File: src/rtl/matrix_operand_fetcher.sv
// Operand fetcher for the matrix multiplier. Reads A[i][k] and B[k][j] from a
// 1-cycle-latency memory and streams the pairs in dot-product order.
module matrix_operand_fetcher #(
  parameter int N      = 4,
  parameter int DATA_W = 16,
  parameter int ADDR_W = 16
) (
  input  logic              clk,
  input  logic              reset,
  input  logic              start,
  input  logic [ADDR_W-1:0] matrix_a_address,
  input  logic [ADDR_W-1:0] matrix_b_address,
  output logic              mem_rd_en,
  output logic [ADDR_W-1:0] mem_addr,
  input  logic [DATA_W-1:0] mem_rdata,
  output logic              op_valid,
  input  logic              op_ready,
  output logic [DATA_W-1:0] op_a,
  output logic [DATA_W-1:0] op_b,
  output logic              op_first,
  output logic              op_last,
  output logic [3:0]        op_row,
  output logic [3:0]        op_col,
  output logic              busy,
  output logic              done,
  output logic [2:0]        state_dbg
);

  // Handshake: a pair transfers on any rising edge where op_valid && op_ready;
  // op_valid stays high and the pair stays stable until then.
  typedef enum logic [2:0] {IDLE, RD_A, RD_B, CAPT, OUT, DONE} state_t;

  localparam logic [3:0]        LAST   = 4'(N - 1);
  localparam logic [ADDR_W-1:0] N_STEP = ADDR_W'(N);

  state_t              state_q, state_d;
  logic [3:0]          i_q, i_d, j_q, j_d, k_q, k_d;
  logic [ADDR_W-1:0]   base_b_q, base_b_d;
  logic [ADDR_W-1:0]   a_row_q, a_row_d, a_ptr_q, a_ptr_d;
  logic [ADDR_W-1:0]   b_col_q, b_col_d, b_ptr_q, b_ptr_d;
  logic [ADDR_W-1:0]   last_addr_q, last_addr_d;
  logic [DATA_W-1:0]   op_a_q, op_a_d, op_b_q, op_b_d;
  logic                op_first_q, op_first_d, op_last_q, op_last_d;
  logic [3:0]          op_row_q, op_row_d, op_col_q, op_col_d;

  always_ff @(posedge clk or negedge reset) begin
    if (!reset) begin
      state_q     <= IDLE;
      i_q         <= '0;
      j_q         <= '0;
      k_q         <= '0;
      base_b_q    <= '0;
      a_row_q     <= '0;
      a_ptr_q     <= '0;
      b_col_q     <= '0;
      b_ptr_q     <= '0;
      last_addr_q <= '0;
      op_a_q      <= '0;
      op_b_q      <= '0;
      op_first_q  <= 1'b0;
      op_last_q   <= 1'b0;
      op_row_q    <= '0;
      op_col_q    <= '0;
    end else begin
      state_q     <= state_d;
      i_q         <= i_d;
      j_q         <= j_d;
      k_q         <= k_d;
      base_b_q    <= base_b_d;
      a_row_q     <= a_row_d;
      a_ptr_q     <= a_ptr_d;
      b_col_q     <= b_col_d;
      b_ptr_q     <= b_ptr_d;
      last_addr_q <= last_addr_d;
      op_a_q      <= op_a_d;
      op_b_q      <= op_b_d;
      op_first_q  <= op_first_d;
      op_last_q   <= op_last_d;
      op_row_q    <= op_row_d;
      op_col_q    <= op_col_d;
    end
  end

  always_comb begin
    state_d    = state_q;
    i_d        = i_q;
    j_d        = j_q;
    k_d        = k_q;
    base_b_d   = base_b_q;
    a_row_d    = a_row_q;
    a_ptr_d    = a_ptr_q;
    b_col_d    = b_col_q;
    b_ptr_d    = b_ptr_q;
    op_a_d     = op_a_q;
    op_b_d     = op_b_q;
    op_first_d = op_first_q;
    op_last_d  = op_last_q;
    op_row_d   = op_row_q;
    op_col_d   = op_col_q;
    case (state_q)
      IDLE: begin
        if (start) begin
          base_b_d = matrix_b_address;
          a_row_d  = matrix_a_address;
          a_ptr_d  = matrix_a_address;
          b_col_d  = matrix_b_address;
          b_ptr_d  = matrix_b_address;
          i_d      = '0;
          j_d      = '0;
          k_d      = '0;
          state_d  = RD_A;
        end
      end
      RD_A: state_d = RD_B;
      RD_B: begin
        // mem_rdata carries the A element during RD_B; it lands in op_a as CAPT begins.
        op_a_d     = mem_rdata;
        op_first_d = (k_q == 4'd0);
        op_last_d  = (k_q == LAST);
        op_row_d   = i_q;
        op_col_d   = j_q;
        state_d    = CAPT;
      end
      CAPT: begin
        op_b_d  = mem_rdata;
        state_d = OUT;
      end
      OUT: begin
        if (op_ready) begin
          state_d = (i_q == LAST && j_q == LAST && k_q == LAST) ? DONE : RD_A;
          if (k_q != LAST) begin
            k_d     = k_q + 4'd1;
            a_ptr_d = a_ptr_q + 1'b1;
            b_ptr_d = b_ptr_q + N_STEP;
          end else if (j_q != LAST) begin
            k_d     = '0;
            j_d     = j_q + 4'd1;
            a_ptr_d = a_row_q;
            b_col_d = b_col_q + 1'b1;
            b_ptr_d = b_col_q + 1'b1;
          end else begin
            k_d     = '0;
            j_d     = '0;
            i_d     = (i_q == LAST) ? 4'd0 : i_q + 4'd1;
            a_row_d = a_row_q + N_STEP;
            a_ptr_d = a_row_q + N_STEP;
            b_col_d = base_b_q;
            b_ptr_d = base_b_q;
          end
        end
      end
      DONE: state_d = IDLE;
      default: state_d = IDLE;
    endcase
  end

  // Address mux holds the previous address whenever no read is issued.
  always_comb begin
    mem_addr = last_addr_q;
    if (state_q == RD_A) mem_addr = a_ptr_q;
    if (state_q == RD_B) mem_addr = b_ptr_q;
    last_addr_d = mem_addr;
  end

  assign mem_rd_en = (state_q == RD_A) || (state_q == RD_B);
  assign op_valid  = (state_q == OUT);
  assign busy      = (state_q == RD_A) || (state_q == RD_B) ||
                     (state_q == CAPT) || (state_q == OUT);
  assign done      = (state_q == DONE);
  assign op_a      = op_a_q;
  assign op_b      = op_b_q;
  assign op_first  = op_first_q;
  assign op_last   = op_last_q;
  assign op_row    = op_row_q;
  assign op_col    = op_col_q;
  assign state_dbg = state_q;

endmodule

File: config.mk
export PLATFORM = sky130hd
export DESIGN_NAME = matrix_operand_fetcher
export DESIGN_NICKNAME = d
export VERILOG_FILES = /design/src/rtl/matrix_operand_fetcher.sv
export SDC_FILE = /design/constraint.sdc
export NUM_CORES = 1
export LEC_CHECK = 0
export BUFFER_PORTS_ARGS = -buffer_cell sky130_fd_sc_hd__buf_2
export CAP_MARGIN = 5
export CORE_UTILIZATION = 55
export DETAILED_ROUTE_END_ITERATION = 10
export GPL_TIMING_DRIVEN = 0
export PLACE_DENSITY = 0.81
export SETUP_SLACK_MARGIN = 0.05
export SKIP_LAST_GASP = 1
export SLEW_MARGIN = 20
export SYNTH_ARGS = -nofsm -noshare
export SYNTH_HDL_FRONTEND = slang
export SYNTH_SLANG_ARGS = --single-unit
export TNS_END_PERCENT = 1
File: constraint.sdc
create_clock -name clk -period 2.3 [get_ports clk]
set_clock_uncertainty 0.1 [all_clocks]
set_input_delay 0.46 -clock clk [delete_from_list [all_inputs] [get_ports clk]]
set_output_delay 0.46 -clock clk [all_outputs]
set_load 0.05 [all_outputs]
==> results of run 1 <==
[layer usage]
metal / global-route usage / vias to the layer above / routed length (um)
met5: 0 / - / 0
met4: 0.1386 / 0 / 944
met3: 0.07288 / 92 / 2647
met2: 0.5276 / 516 / 11920
met1: 0.4662 / 3643 / 9951
li1: - / 3290 / -
[state kept, by name, summed over array words and instances (netlist names), 4 cells and up]
signal	cells
a_row_q	16
j_q	4
b_col_q	16
base_b_q	16
op_row	4
b_ptr_q	16
i_q	4
a_ptr_q	16
op_col	4
k_q	4
last_addr_q	16
op_a	16
op_b	16
[Yosys cell counts, types with 6 or more instances]
| cell type | number | area (um^2) |
|---|---|---|
| a21oi_1 | 38 | 190.2 |
| and3_1 | 15 | 93.84 |
| nor2_1 | 56 | 210.2 |
| mux2i_1 | 20 | 200.2 |
| mux2_2 | 61 | 686.9 |
| buf_2 | 28 | 140.1 |
| xor2_1 | 16 | 140.1 |
| o31ai_1 | 7 | 52.55 |
| ha_1 | 8 | 100.1 |
| clkbuf_1 | 20 | 75.07 |
| dfrtp_1 | 153 | 3829 |
| inv_1 | 11 | 41.29 |
| nand3_1 | 36 | 180.2 |
| o21a_1 | 6 | 45.04 |
| and4_1 | 7 | 61.31 |
| nand4_1 | 21 | 131.4 |
| nand2_1 | 73 | 274.0 |
| o21ai_0 | 55 | 275.3 |
| a211oi_1 | 9 | 67.56 |
| nor2b_1 | 8 | 50.05 |
| a31oi_1 | 21 | 131.4 |
| xnor2_1 | 10 | 87.58 |
| o211ai_1 | 11 | 82.58 |
| nor3_1 | 19 | 95.09 |
[metrics by stage]
step                      total power, mW    util  hold slack (ns)
final                               17.53  0.7271           0.1688
after global placement              12.89  0.6402           0.3645
after detailed placement            13.11  0.6428           0.3876
after floorplan                     10.96       -          0.06441
after global routing                18.28  0.7271           0.1573
after CTS                           17.08  0.7187           0.1586
[final cells by class]
class,count,area share
tap,180,0.02198
sequential,153,0.3739
timing repair buffer,136,0.08717
clock buffer,17,0.04151
inverter,12,0.004639
clock inverter,15,0.01917
multi-input combinational,587,0.4156
buffer,54,0.03602
[cell families (layout without fill, tap and decap cells)]
kind of cell             after synthesis  after routing  synth area share
AND/OR/NAND/NOR                      270            270            0.1699
buffers and inverters                 67            234           0.03829
flip-flops                           153            153            0.4743
AO/OA/AOI/OAI                        202            202            0.1670
adder cells (fa/ha/maj)                8              8           0.01240
multiplexers                          81             81            0.1099
XOR/XNOR                              26             26           0.02821
[what timing repair did]
item / in CTS / in global routing
setup endpoints to repair: 84 / 105
gates resized for setup: 77 / 20
pin swaps: 1 / 0
buffers inserted: 14 / 3
gates cloned: 1 / 0
hold buffers: 1 / 0
hold endpoints to repair: 89 / 0
[worst max-delay path, cell delays in order (launching register included)]
cell and delay [ns]:
dfrtp_2 0.42, buf_6 0.16, nor3b_4 0.21, buf_6 0.18, buf_8 0.15, mux2i_2 0.27
o21ai_4 0.10, buf_6 0.16
[how the worst min path moves through the flow]
stage / start / slack, ns / to / cells after the start
global placement: b_ptr_q[1] / 0.36 / b_ptr_q[1] / 1
global route: mem_rdata[15] / 0.16 / op_b[15] / 2
floorplan: reset / 0.06 / a_ptr_q[0] / 0
finish: mem_rdata[3] / 0.17 / op_a[3] / 2
CTS: mem_rdata[15] / 0.16 / op_b[15] / 2
detailed placement: op_b[11] / 0.39 / op_b[11] / 1
[where the power goes]
part	total [mW]	switching [mW]	internal, mW
Sequential	5.02	1.11	3.91
Clock	2.92	1.35	1.57
Combinational	9.58	5.99	3.59
==> impl_metrics.csv, run 1 <==
group,metric,value,unit
sta,worst_pin_slew,0.8460,ns
global_route,grt_pass1_wl,38.47,mm
sta,max_freq,0.3795,GHz
sta,setup_ws,-0.3349,ns
sta,max-slew-margin-rel,0.4214,
finish,fin_area,10250,um^2
finish,final_common_cell,"dfrtp_1",
sta,fin_crit_sh,1.146,
floorplan,fp.dieH,123.1,um
sta,slew_violations,0,
synthesis,yosys_warnings,0,
setup_path,rr_startpoint,"state_dbg[1]",
global_route,grtUsageTotal,0.3407,
synthesis,ys_seq_area_frac,0.4743,
setup_path,worstSetupStartpointType,"flip-flop",
floorplan,num_rows,43,
floorplan,io_pins,117,
detailed_routing,drc_errors,0,
setup_path,endpoint,"mem_addr[2]",
synthesis,syn_inst,807,
setup_path,critPathMaxFanout,10,
floorplan,die-area,15160,um^2
setup_path,end_kind,"primary output",
sta,finalSetupViolCount,100,
placed_design,place_area,9061,um^2
placed_design,post-place-cells,1104,
clocking,tritoncts,"done",
synthesis,synth_edf_count,0,
detailed_routing,wl_per_cell,22.06,um
finish,areaGrowthSynthToFinish,26.97,%
clocking,clk_path_buf_depth,2,
clocking,cts_sinks,153,
setup_path,rrSetupSlack,-0.29,ns
run_status,status,"finished with violations",
setup_path,crit_start,"state_dbg[2]",
sta,finalHoldViolCount,0,
power_and_ir_drop,vdd_ir_drop_max,0.001159,V
setup_path,path_class,"flip-flop to primary output",
detailed_routing,drt-total-wl,25.46,mm
synthesis,async_flop_share,1.000,
synthesis,synth_nets,867,
placed_design,pre_cts_slack,-0.5054,ns
run_status,violations,"setup timing",
job,max-cap-violations,0,
clocking,cts_buffers,17,
finish,ff_latch_area,3832,um^2
synthesis,synth_top_flop_cell,"dfrtp_1",
synthesis,ys_seq_elements,153,
detailed_routing,num_vias,7541,
placed_design,place.gp.congestion,0.9700,
finish,drive_gt1_frac,0.3368,
finish,instances_no_fill,1154,
detailed_routing,routed_via_density,6.535,
sta,grt_setup_unrepaired,"true",
setup_path,r2r_cells,13,
floorplan,die_width,123.1,um
global_route,antenna_found_initial,0,
setup_path,regToRegEndpoint,"op_a[15]",
finish,num_antenna_cells,0,
placed_design,port_buffers,116,
global_route,grt_max_degree,91,
clocking,clkLatencyLatePin,0.44,ns
clocking,cts_htree_levels,4,
power_and_ir_drop,powerDensity,1710,nW/um^2
synthesis,synth.avg_cell_area,10.00,um^2
floorplan,core-area,14100,um^2
detailed_routing,drt-initial-drc-count,1150,
clocking,root_buffer,"clkbuf_16",
setup_path,worstPathRequired,1.74,ns
sta,tns,-16.68,ns
detailed_routing,firstDrtPassIters,9,
global_route,grt.overflow.total,0,
synthesis,netlist_area,8071,um^2
detailed_routing,drtAntennaViolNets,0,
floorplan,start_util,0.5726,
worst_hold_path,hp-class,"input pin to flip-flop",
clocking,clk_pin_slew,0.07,ns
finish,nets,1021,
finish,final_cell_mix,"dfrtp_1 (150), buf_2 (119), nand2_1 (73)",
power_and_ir_drop,leakagePower,4.447,nW
sta,min_period,2.635,ns
finish,fill_cells,987,
global_route,grt_pass1_vias,7031,
setup_path,arrival,2.07,ns
placed_design,hpwl,17.12,mm
finish,multi_input_area,4259,um^2
synthesis,synthDistinctLibCells,74,
(Power assumes the default switching activity.)
==> run 2: changes to the inputs <==
- CORE_UTILIZATION: 55 -> 40
- PLACE_DENSITY: 0.81 -> 0.63
==> impl_metrics.csv, run 2 (synthesis results as in run 1) <==
group,metric,value,unit
floorplan,core-area,19590,um^2
global_route,grt_pass1_wl,39.64,mm
sta,finalHoldViolCount,0,
clocking,cts_htree_levels,4,
sta,slew_violations,0,
worst_hold_path,whs_path_depth,2,
setup_path,crit_start,"state_dbg[1]",
power_and_ir_drop,vdd_ir_drop_max,0.0009332,V
sta,max_freq,0.3857,GHz
sta,worst_pin_slew,0.7034,ns
setup_path,arrival,2.03,ns
run_status,violations,"setup timing",
sta,hold_ws,0.1492,ns
clocking,tritoncts,"done",
global_route,grt_max_degree,94,
sta,min_period,2.593,ns
power_and_ir_drop,power,17.49,mW
detailed_routing,drc_errors,0,
finish,fill_cells,1728,
floorplan,num_rows,51,
global_route,grtUsageTotal,0.2595,
setup_path,path_class,"flip-flop to primary output",
detailed_routing,drt-total-wl,25.56,mm
setup_path,rrSetupSlack,-0.19,ns
placed_design,pre_cts_slack,-0.6870,ns
clocking,cts_sinks,153,
finish,areaGrowthSynthToFinish,28.60,%
detailed_routing,drt-initial-drc-count,602,
finish,num_antenna_cells,0,
clocking,clkLatencyLatePin,0.45,ns
finish,final_cell_mix,"dfrtp_1 (150), buf_2 (117), nand2_1 (66)",
setup_path,regToRegEndpoint,"a_row_q[11]",
power_and_ir_drop,powerDensity,1685,nW/um^2
detailed_routing,wl_per_cell,20.67,um
detailed_routing,drtAntennaViolNets,0,
setup_path,rr_startpoint,"j_q[0]",
placed_design,port_buffers,116,
clocking,cts_buffers,17,
run_status,status,"finished with violations",
floorplan,die-area,20750,um^2
placed_design,hpwl,17.77,mm
clocking,clk_path_buf_depth,2,
floorplan,start_util,0.4120,
detailed_routing,routed_via_density,5.876,
worst_hold_path,hp-start,"mem_rdata[15]",
worst_hold_path,hp-class,"input pin to flip-flop",
sta,finalSetupViolCount,71,
global_route,grt.overflow.total,0,
worst_hold_path,min_to,"op_b[15]",
setup_path,r2r_cells,8,
floorplan,die_width,144.1,um
setup_path,worstPathRequired,1.74,ns
finish,final_core_util,0.5299,
clocking,root_buffer,"clkbuf_16",
clocking,clk_pin_slew,0.08,ns
setup_path,end_kind,"primary output",
placed_design,place.gp.congestion,0.8901,
sta,max-slew-margin-rel,0.5189,
finish,final_common_cell,"dfrtp_1",
detailed_routing,num_vias,7268,
floorplan,fp.dieH,144.1,um
sta,fin_crit_sh,1.127,
job,max-cap-violations,0,
sta,setup_ws,-0.2928,ns
finish,drive_gt1_frac,0.3405,
setup_path,critPathMaxFanout,10,
global_route,antenna_found_initial,0,
sta,grt_setup_unrepaired,"true",
floorplan,io_pins,117,
setup_path,worstSetupStartpointType,"flip-flop",
global_route,grt_pass1_vias,7028,
finish,nets,1019,
power_and_ir_drop,leakagePower,4.457,nW
detailed_routing,firstDrtPassIters,6,
-- run 2: stage by stage --
stage	instances	setup TNS, ns	area [um^2]
final	1237	-8.895	10380
after detailed placement	1189	-22.27	9168
after global routing	1237	-18.11	10380
after global placement	1188	-295.79	9130
after floorplan	807	-0.3081	8218
after CTS	1236	-14.98	10250
-- run 2: layout make-up --
cell class,instances,area (um^2),share of cell area
Clock inverter,15,201.4,0.01941
Tap cell,265,331.6,0.03194
Inverter,12,47.55,0.004581
Buffer,53,381.6,0.03676
Clock buffer,17,425.4,0.04098
Timing Repair Buffer,135,910.9,0.08775
Multi-Input combinational cell,587,4249,0.4094
Sequential cell,153,3832,0.3692
-- run 2: report_power, final --
part | internal, mW | switching (mW) | leakage, nW
clock | 1.48 | 1.41 | 0.301
sequential | 3.91 | 1.12 | 1.86
combinational | 3.67 | 5.91 | 2.29
total | 9.06 | 8.43 | 4.46
-- run 2: worst max-delay path by stage --
stage	endpoint	cells past startpoint	slack [ns]
2_1_floorplan	mem_addr[10]	6	-0.04
3_3_place_gp	state_dbg[2]	1	-2.07
3_5_place_dp	mem_addr[10]	6	-0.69
4_1_cts	mem_addr[14]	7	-0.29
5_1_grt	mem_addr[3]	7	-0.33
6_report	op_valid	6	-0.29
-- run 2: repair_timing --
action | in CTS | in global routing
resized for setup | 87 | 30
gates cloned | 1 | 0
pin swaps | 3 | 3
hold buffers | 1 | 0
buffers inserted | 14 | 2
endpoints found under the hold margin | 60 | 0
setup endpoints to repair | 129 | 123
-- run 2: per-layer routing --
metal / wire length, um / track usage / part of all wire
met2: 11880 / 0.4139 / 0.46
met3: 1764 / 0.05695 / 0.069
met1: 11070 / 0.3366 / 0.43
met5: 0 / 0 / 0
met4: 858 / 0.1176 / 0.034
-- run 2: critical path, cell delays in order, from the launching register on --
cell and delay [ns]:
dfrtp_2 0.43, buf_12 0.15, or3b_4 0.42, inv_4 0.10, buf_8 0.15, buf_8 0.17
buf_8 0.16
